## src/rtl/uart_ctrl_pkg.sv

```systemverilog
// uart_ctrl_pkg: state encoding and default delays shared by the UART TX/RX command controllers
package uart_ctrl_pkg;
  typedef enum logic [3:0] {
    IDLE      = 4'd0,
    REGISTER  = 4'd1,
    SEND_LSB  = 4'd2,
    DELAY_LSB = 4'd3,
    SEND_MSB  = 4'd4,
    DELAY_MSB = 4'd5
  } state_t;
  localparam int DEF_INTER_BYTE_DELAY = 1000000;
  localparam int DEF_WAIT_FOR_REGISTER_DELAY = 100;
endpackage

```

## src/rtl/state_hold_timer.sv

```systemverilog
// state_hold_timer: counts cycles spent in the current state, cleared on every state change
module state_hold_timer (
  input  logic        clk,
  input  logic        reset,
  input  logic        clear,
  output logic [31:0] count
);
  // free-running wrap-around count; a clear restarts it at zero for the new state
  always_ff @(posedge clk)
    count <= (reset || clear) ? '0 : count + 32'd1;
endmodule

```

## src/rtl/uart_tx_ctrl_result.sv

```systemverilog
// uart_tx_ctrl_result: sends a captured 16-bit result as two UART bytes, LSB first
module uart_tx_ctrl_result
  import uart_ctrl_pkg::*;
#(
  parameter int INTER_BYTE_DELAY = DEF_INTER_BYTE_DELAY,
  parameter int WAIT_FOR_REGISTER_DELAY = DEF_WAIT_FOR_REGISTER_DELAY
) (
  input  logic        clk,
  input  logic        reset,
  input  logic        trigger,
  input  logic [15:0] data_in,
  input  logic        tx_busy,
  output logic        tx_start,
  output logic [7:0]  tx_data,
  output logic        busy,
  output logic        done,
  output logic [3:0]  LED
);
  state_t state, next_state;
  logic [15:0] result;
  logic [31:0] timer;
  logic reg_ok, byte_ok;

  assign reg_ok = timer >= 32'(WAIT_FOR_REGISTER_DELAY);
  assign byte_ok = timer >= 32'(INTER_BYTE_DELAY);

  state_hold_timer u_timer (
    .clk   (clk),
    .reset (reset),
    .clear (next_state != state),
    .count (timer)
  );

  // next-state decode; any unlisted encoding falls back to IDLE
  always_comb begin
    next_state = IDLE;
    case (state)
      IDLE:      next_state = trigger ? REGISTER : IDLE;
      REGISTER:  next_state = reg_ok ? SEND_LSB : REGISTER;
      SEND_LSB:  next_state = tx_busy ? SEND_LSB : DELAY_LSB;
      DELAY_LSB: next_state = byte_ok ? SEND_MSB : DELAY_LSB;
      SEND_MSB:  next_state = tx_busy ? SEND_MSB : DELAY_MSB;
      DELAY_MSB: next_state = byte_ok ? IDLE : DELAY_MSB;
      default:   next_state = IDLE;
    endcase
  end

  // state register and result capture, which only happens on a trigger accepted in IDLE
  always_ff @(posedge clk)
    if (reset) begin
      state  <= IDLE;
      result <= '0;
    end else begin
      state <= next_state;
      if (state == IDLE && trigger) result <= data_in;
    end

  assign tx_start = (state == SEND_LSB || state == SEND_MSB) && !tx_busy;
  assign tx_data  = (state == SEND_LSB || state == DELAY_LSB) ? result[7:0] :
                    (state == SEND_MSB || state == DELAY_MSB) ? result[15:8] : 8'h00;
  assign busy     = state != IDLE;
  assign done     = state == DELAY_MSB && byte_ok;
  assign LED      = state;
endmodule
```

## config.mk

```make
export PLATFORM = sky130hd
export DESIGN_NAME = uart_tx_ctrl_result
export DESIGN_NICKNAME = d
export VERILOG_FILES = /design/src/rtl/uart_ctrl_pkg.sv /design/src/rtl/state_hold_timer.sv /design/src/rtl/uart_tx_ctrl_result.sv
export SDC_FILE = /design/constraint.sdc
export NUM_CORES = 1
export LEC_CHECK = 0
export CAP_MARGIN = 20
export CORE_UTILIZATION = 49
export CTS_CLUSTER_DIAMETER = 80
export CTS_CLUSTER_SIZE = 16
export DETAILED_ROUTE_END_ITERATION = 12
export PLACE_DENSITY = 0.76
export SYNTH_ARGS = -nofsm -noshare
export SYNTH_HDL_FRONTEND = slang
export SYNTH_HIERARCHICAL = 1
export SYNTH_SLANG_ARGS = --single-unit
```

## constraint.sdc

```tcl
create_clock -name clk -period 2.5 [get_ports clk]
set_clock_uncertainty 0.05 [all_clocks]
set_input_delay 0.25 -clock clk [delete_from_list [all_inputs] [get_ports clk]]
set_output_delay 0.25 -clock clk [all_outputs]
set_load 0.005 [all_outputs]
```

Word-level counts from Yosys, hierarchy flattened
Index checks and enable logic that the tools add are counted.
- add/subtract/negate cells: 1
- magnitude comparators: 2
- equality and inequality tests: 6
- mux-type cells: 9
- reduce and logical (&&, ||, !) cells: 10
- operator list (cell ; number):
    $add 32x1->32 const B ; 1
    $ge 32x20->1 const B ; 1
    $ge 32x7->1 const B ; 1
    $pmux 3 s6 ; 1
    $mux 8 ; 2
    $eq 4x2->1 const B ; 2
    $eq 4x3->1 const B ; 2
    $mux 3 ; 2
    $eq 4x1->1 const B ; 1
    $logic_not 4->1 ; 1
    $logic_or 1x1->1 ; 4
    $ne 4x4->1 ; 1
    $reduce_bool 4->1 ; 1
    $logic_and 1x1->1 ; 3
    $mux 1 ; 3
    $mux 2 ; 1
    $logic_not 1->1 ; 1
- flip-flop bits (word level): 52
- output and inout port bits: 15

Depth between registers and ports, before layout
- depth after elaboration: 5
- depth in mapped cells: 10
- gate-level depth less buffers: 9

Modules after synthesis
Netlist, hierarchy kept.
- modules (own cells, without submodules) (module ; times used ; cells each ; area an instance (sq um) ; seq. area each (sq um)):
    state_hold_timer ; 1 ; 175 ; 1505.2 ; 640.6
    uart_tx_ctrl_result ; 1 ; 139 ; 1074.8 ; 380.4

Worst setup path after synthesis
No wires, ideal clock.
- path kind: register -> register
- start point: register u_timer.count[10]
- end point: register u_timer.count[2]
- setup time: 0.128 ns
- arrival: 2.291 ns
- required time: 2.322 ns
- slack: 0.031 ns
- stages on the path, launching flop included: 10
- buffers on the path: 2
- period minus slack after synthesis: 2.469 ns
- path through: dfxtp_1 > or3_4 > nor4_4 > a211oi_1 > nand2b_4 > o221ai_1 > or2_2 > clkbuf_1 > buf_1 > nor2_1
- cells in the longest elaborated chain, start to end: 5
- RTL lines (element ; line ; RTL):
    start, declared ; state_hold_timer.sv:6 ; output logic [31:0] count
    start signal, assigned ; state_hold_timer.sv:10 ; count <= (reset || clear) ? '0 : count + 32'd1;
    $ge 32x20->1 or $ge 32x7->1 (tied branches) ; uart_tx_ctrl_result.sv:25, uart_tx_ctrl_result.sv:24 ;
    $mux 3, or another cell as far along ; uart_tx_ctrl_result.sv:43 ; DELAY_MSB: next_state = byte_ok ? IDLE : DELAY_MSB;
    $pmux 3 s6 * ; uart_tx_ctrl_result.sv:37 ; case (state)
    $ne 4x4->1 * ; uart_tx_ctrl_result.sv:30 ; .clear (next_state != state),
    $logic_or 1x1->1 * ; state_hold_timer.sv:10 ;
Mark *: on every way between the ends. The rest lies on a longest branch, timed or not.
A chain may end at the register's enable or synchronous reset.

Final worst setup path
- start point: register u_timer.count[15]
- end point: output done
- cells in the longest elaborated chain, start to end: 2
- RTL lines (element ; line ; RTL):
    $ge 32x20->1 ; uart_tx_ctrl_result.sv:25 ; assign byte_ok = timer >= 32'(INTER_BYTE_DELAY);
    $logic_and 1x1->1 ; uart_tx_ctrl_result.sv:62 ; assign done = state == DELAY_MSB && byte_ok;
    end, declared ; uart_tx_ctrl_result.sv:16 ; output logic done,
No other way between the ends.

==> impl_metrics.json <==
{
  "initial_utilization_pct": 50.8,
  "finalSetupViolCount": 0,
  "seq_area_frac_synth_pct": 39.6,
  "drc_errors": 0,
  "dr.first_iter.drc_count": 170,
  "ys_types": 50,
  "critPathArrivalTime_ns": 2.08,
  "drive_gt1_share_pct": 13.1,
  "setup_ws_ns": 0.121,
  "top_layer": "met4",
  "hold_viol": 0,
  "syn-instance-count": 314,
  "min_period_ns": 2.38,
  "cts_max_level": 2,
  "grt_max_degree": 24,
  "vdd_ir_drop_max_mv": 0.304,
  "cts_tree": "built",
  "r2r_start": "u_timer/count[15]",
  "area_delta_synth_final_pct": 24.2,
  "regArea_mm2": 0.00102,
  "crit_end": "done",
  "grt_pass1_vias": 2123,
  "worst_slew_pin_slew_ns": 0.659,
  "ys_ff_latch": 51,
  "postSynthAreaPerCell_um2": 8.22,
  "grt_pass1_wl_mm": 9.76,
  "dp_slack_ns": 0.0784,
  "r2r_cells": 8,
  "cp_slowest_cell": "or3_4",
  "max-cap-violations": 0,
  "clk_pin_slew_ns": 0.09,
  "row_count": 26,
  "num_io_pins": 35,
  "cts-buffers-inserted": 5,
  "routed_via_density": 5.82,
  "min_from": "result[3]",
  "hpwl_mm": 4.30,
  "critPathMaxStageDelay_ns": 0.41,
  "post_dp_cell_area_mm2": 0.00307,
  "cts_sinks": 51,
  "syn_area_mm2": 0.00258,
  "postCtsSetupBuffers": 0,
  "syn-num-nets": 335,
  "r2r_slack_ns": 0.18,
  "dieHeight_um": 74.6,
  "vias": 2491,
  "port_buffers": 33,
  "final_cell_area_mm2": 0.00320,
  "m1WireLength_mm": 2.86,
  "met3_length_um": 210,
  "cp.required_ns": 2.20,
  "antenna_found_initial": 0,
  "fill_cells": 460,
  "startpoint": "u_timer/count[15]",
  "track_usage_pct": 23.0,
  "wl_per_cell_um": 14.4,
  "dieArea_mm2": 0.00556,
  "p_leak_nw": 1.09,
  "finalNetCount": 378,
  "grt_overflow": 0,
  "drt_pass1_iterations": 4,
  "crit_type": "reg -> out",
  "fmax_mhz": 420,
  "multi_input_area_mm2": 0.00148,
  "dieWidth_um": 74.6,
  "cp-end-kind": "primary output",
  "powerDensity_mw_per_mm2": 483,
  "fin_crit_sh_pct": 95.2,
  "insertedDiodeCount": 0,
  "cts_buffer_depth": 2,
  "cp_max_fo": 6,
  "worstHoldPathType": "reg -> reg",
  "slew_headroom_pct": 55.7,
  "root_buffer": "clkbuf_8",
  "crit_chain": "or3_4 -> nor4_4 -> a211oi_2 -> nand2b_4 -> nor3b_2 -> clkbuf_2",
  "r2r-end": "u_timer/count[27]",
  "clock_latency_ns": 0.31,
  "ant_nets": 0,
  "ys.warnings.count": 6,
  "utilization_pct": 63.1,
  "finalWirelength_mm": 6.16,
  "gp_congestion": 0.822,
  "run_status": "completed",
  "cp-start-kind": "flop",
  "wl_met2_mm": 3.01,
  "drv_slew": 0,
  "coreArea_mm2": 0.00507
}
-- flip-flops by register name (all words and copies together), names as in the netlist --
register	cells
LED	3
u_timer/count	32
result	16
-- cells by family (layout without fill, tap and decap cells) --
family                     count (synthesis)  after routing  synth area share, %
muxes                                      4              4                 1.55
adders and majority gates                  1              1                0.485
DFF                                       51             51                 39.6
buffers and inverters                     22             66                 3.88
other                                      1              1                0.145
and+or+nand+nor                          156            156                 33.7
AOI/OAI and AO/OA                         68             68                 16.9
xor gates and xnor gates                  11             11                 3.73
-- through the flow --
step           total power, W  std cells  setup TNS, ns  hold slack [ns]
2_1_floorplan        0.000919        314              0            0.336
3_3_place_gp         0.000970        420              0            0.391
3_5_place_dp         0.000973        420              0            0.397
4_1_cts               0.00156        428              0            0.410
5_1_grt               0.00161        428        -0.0198            0.432
6_report              0.00155        428              0            0.409
-- cell type report --
type | instances | share of cell area, %
clock buffers | 5 | 2.15
flip-flops and latches | 51 | 31.9
clock inverters | 3 | 1.44
multi-input cells | 241 | 46.2
well taps | 70 | 2.73
inverters | 4 | 0.469
repair buffers | 54 | 15.1
-- Yosys cell counts, drive strengths merged --
| master | number | area share, % |
|---|---|---|
| a211oi | 2 | 0.58 |
| a21oi | 32 | 6.2 |
| a22o | 8 | 2.7 |
| a31o | 1 | 0.34 |
| a31oi | 3 | 0.73 |
| a41o | 1 | 0.39 |
| and2 | 3 | 0.73 |
| and3 | 1 | 0.24 |
| and4 | 5 | 1.7 |
| buf | 8 | 1.8 |
| clkbuf | 10 | 1.5 |
| conb | 1 | 0.15 |
| dfxtp | 51 | 40 |
| ha | 1 | 0.48 |
| inv | 4 | 0.58 |
| mux2i | 4 | 1.6 |
| nand2 | 51 | 7.4 |
| nand2b | 2 | 0.78 |
| nand3 | 13 | 2.5 |
| nand3b | 1 | 0.29 |
| nand4 | 8 | 2.2 |
| nor2 | 20 | 2.9 |
| nor2b | 3 | 0.73 |
| nor3 | 10 | 2.1 |
| nor3b | 1 | 0.48 |
| nor4 | 10 | 3.2 |
| nor4bb | 2 | 0.78 |
| o211ai | 1 | 0.29 |
| o21a | 2 | 0.58 |
| o21ai | 3 | 0.58 |
| o221ai | 1 | 0.34 |
| o311ai | 1 | 0.34 |
| o31ai | 12 | 3.5 |
| o32ai | 1 | 0.34 |
| or2 | 3 | 0.73 |
| or3 | 8 | 2.3 |
| or4 | 15 | 4.5 |
| xnor2 | 5 | 1.7 |
| xor2 | 6 | 2.0 |
-- power breakdown --
part           internal (W)  total (W)  switching [W]  leakage [nW]
combinational     0.0000585   0.000114      0.0000551         0.625
sequential         0.000830   0.000844      0.0000137         0.415
clock              0.000302   0.000590       0.000288        0.0548
-- cell usage in the layout, fill, tap and decap left out, drive strengths merged, types with 2 or more instances in the layout --
cell           synthesis  layout
xnor2                  5       5
a21oi                 32      32
nand2b                 2       2
or3                    8       8
dfxtp                 51      51
clkdlybuf4s50          0      32
o21ai                  3       3
nor4                  10      10
nand2                 51      51
and2                   3       3
a211oi                 2       2
o31ai                 12      12
nor4bb                 2       2
buf                    8      21
xor2                   6       6
and4                   5       5
clkbuf                10       6
nor3                  10      10
o21a                   2       2
nor2b                  3       3
a31oi                  3       3
nor2                  20      20
nand3                 13      13
or4                   15      15
mux2i                  4       4
or2                    3       3
nand4                  8       8
a22o                   8       8
inv                    4       5
-- repair_timing --
item | 4_1_cts | 5_1_grt
pin swaps | 0 | 2
hold buffers | 0 | 0
resized for setup | 1 | 9
endpoints found under the setup margin | 1 | 31
-- metal layers --
layer	vias up	GRT usage, %
li1	1238	-
met1	1196	31.7
met2	51	36.8
met3	6	3.66
met4	0	7.55
met5	-	0
-- worst min path at each step --
stage,endpoint,cells past startpoint
4_1_cts,result[9],2
6_report,result[3],2
2_1_floorplan,result[0],2
3_5_place_dp,result[9],2
5_1_grt,result[7],3
3_3_place_gp,result[0],2
-- worst max-delay path: cells and delay by family, from the launching register on --
| kind | cells | cell delay (ns) |
|---|---|---|
| AO/OA/AOI/OAI | 1 | 0.14 |
| flip-flops | 1 | 0.36 |
| AND/OR/NAND/NOR | 4 | 1.14 |
| buffers and inverters | 1 | 0.14 |
No activity file was read; power rests on OpenSTA's default activity.
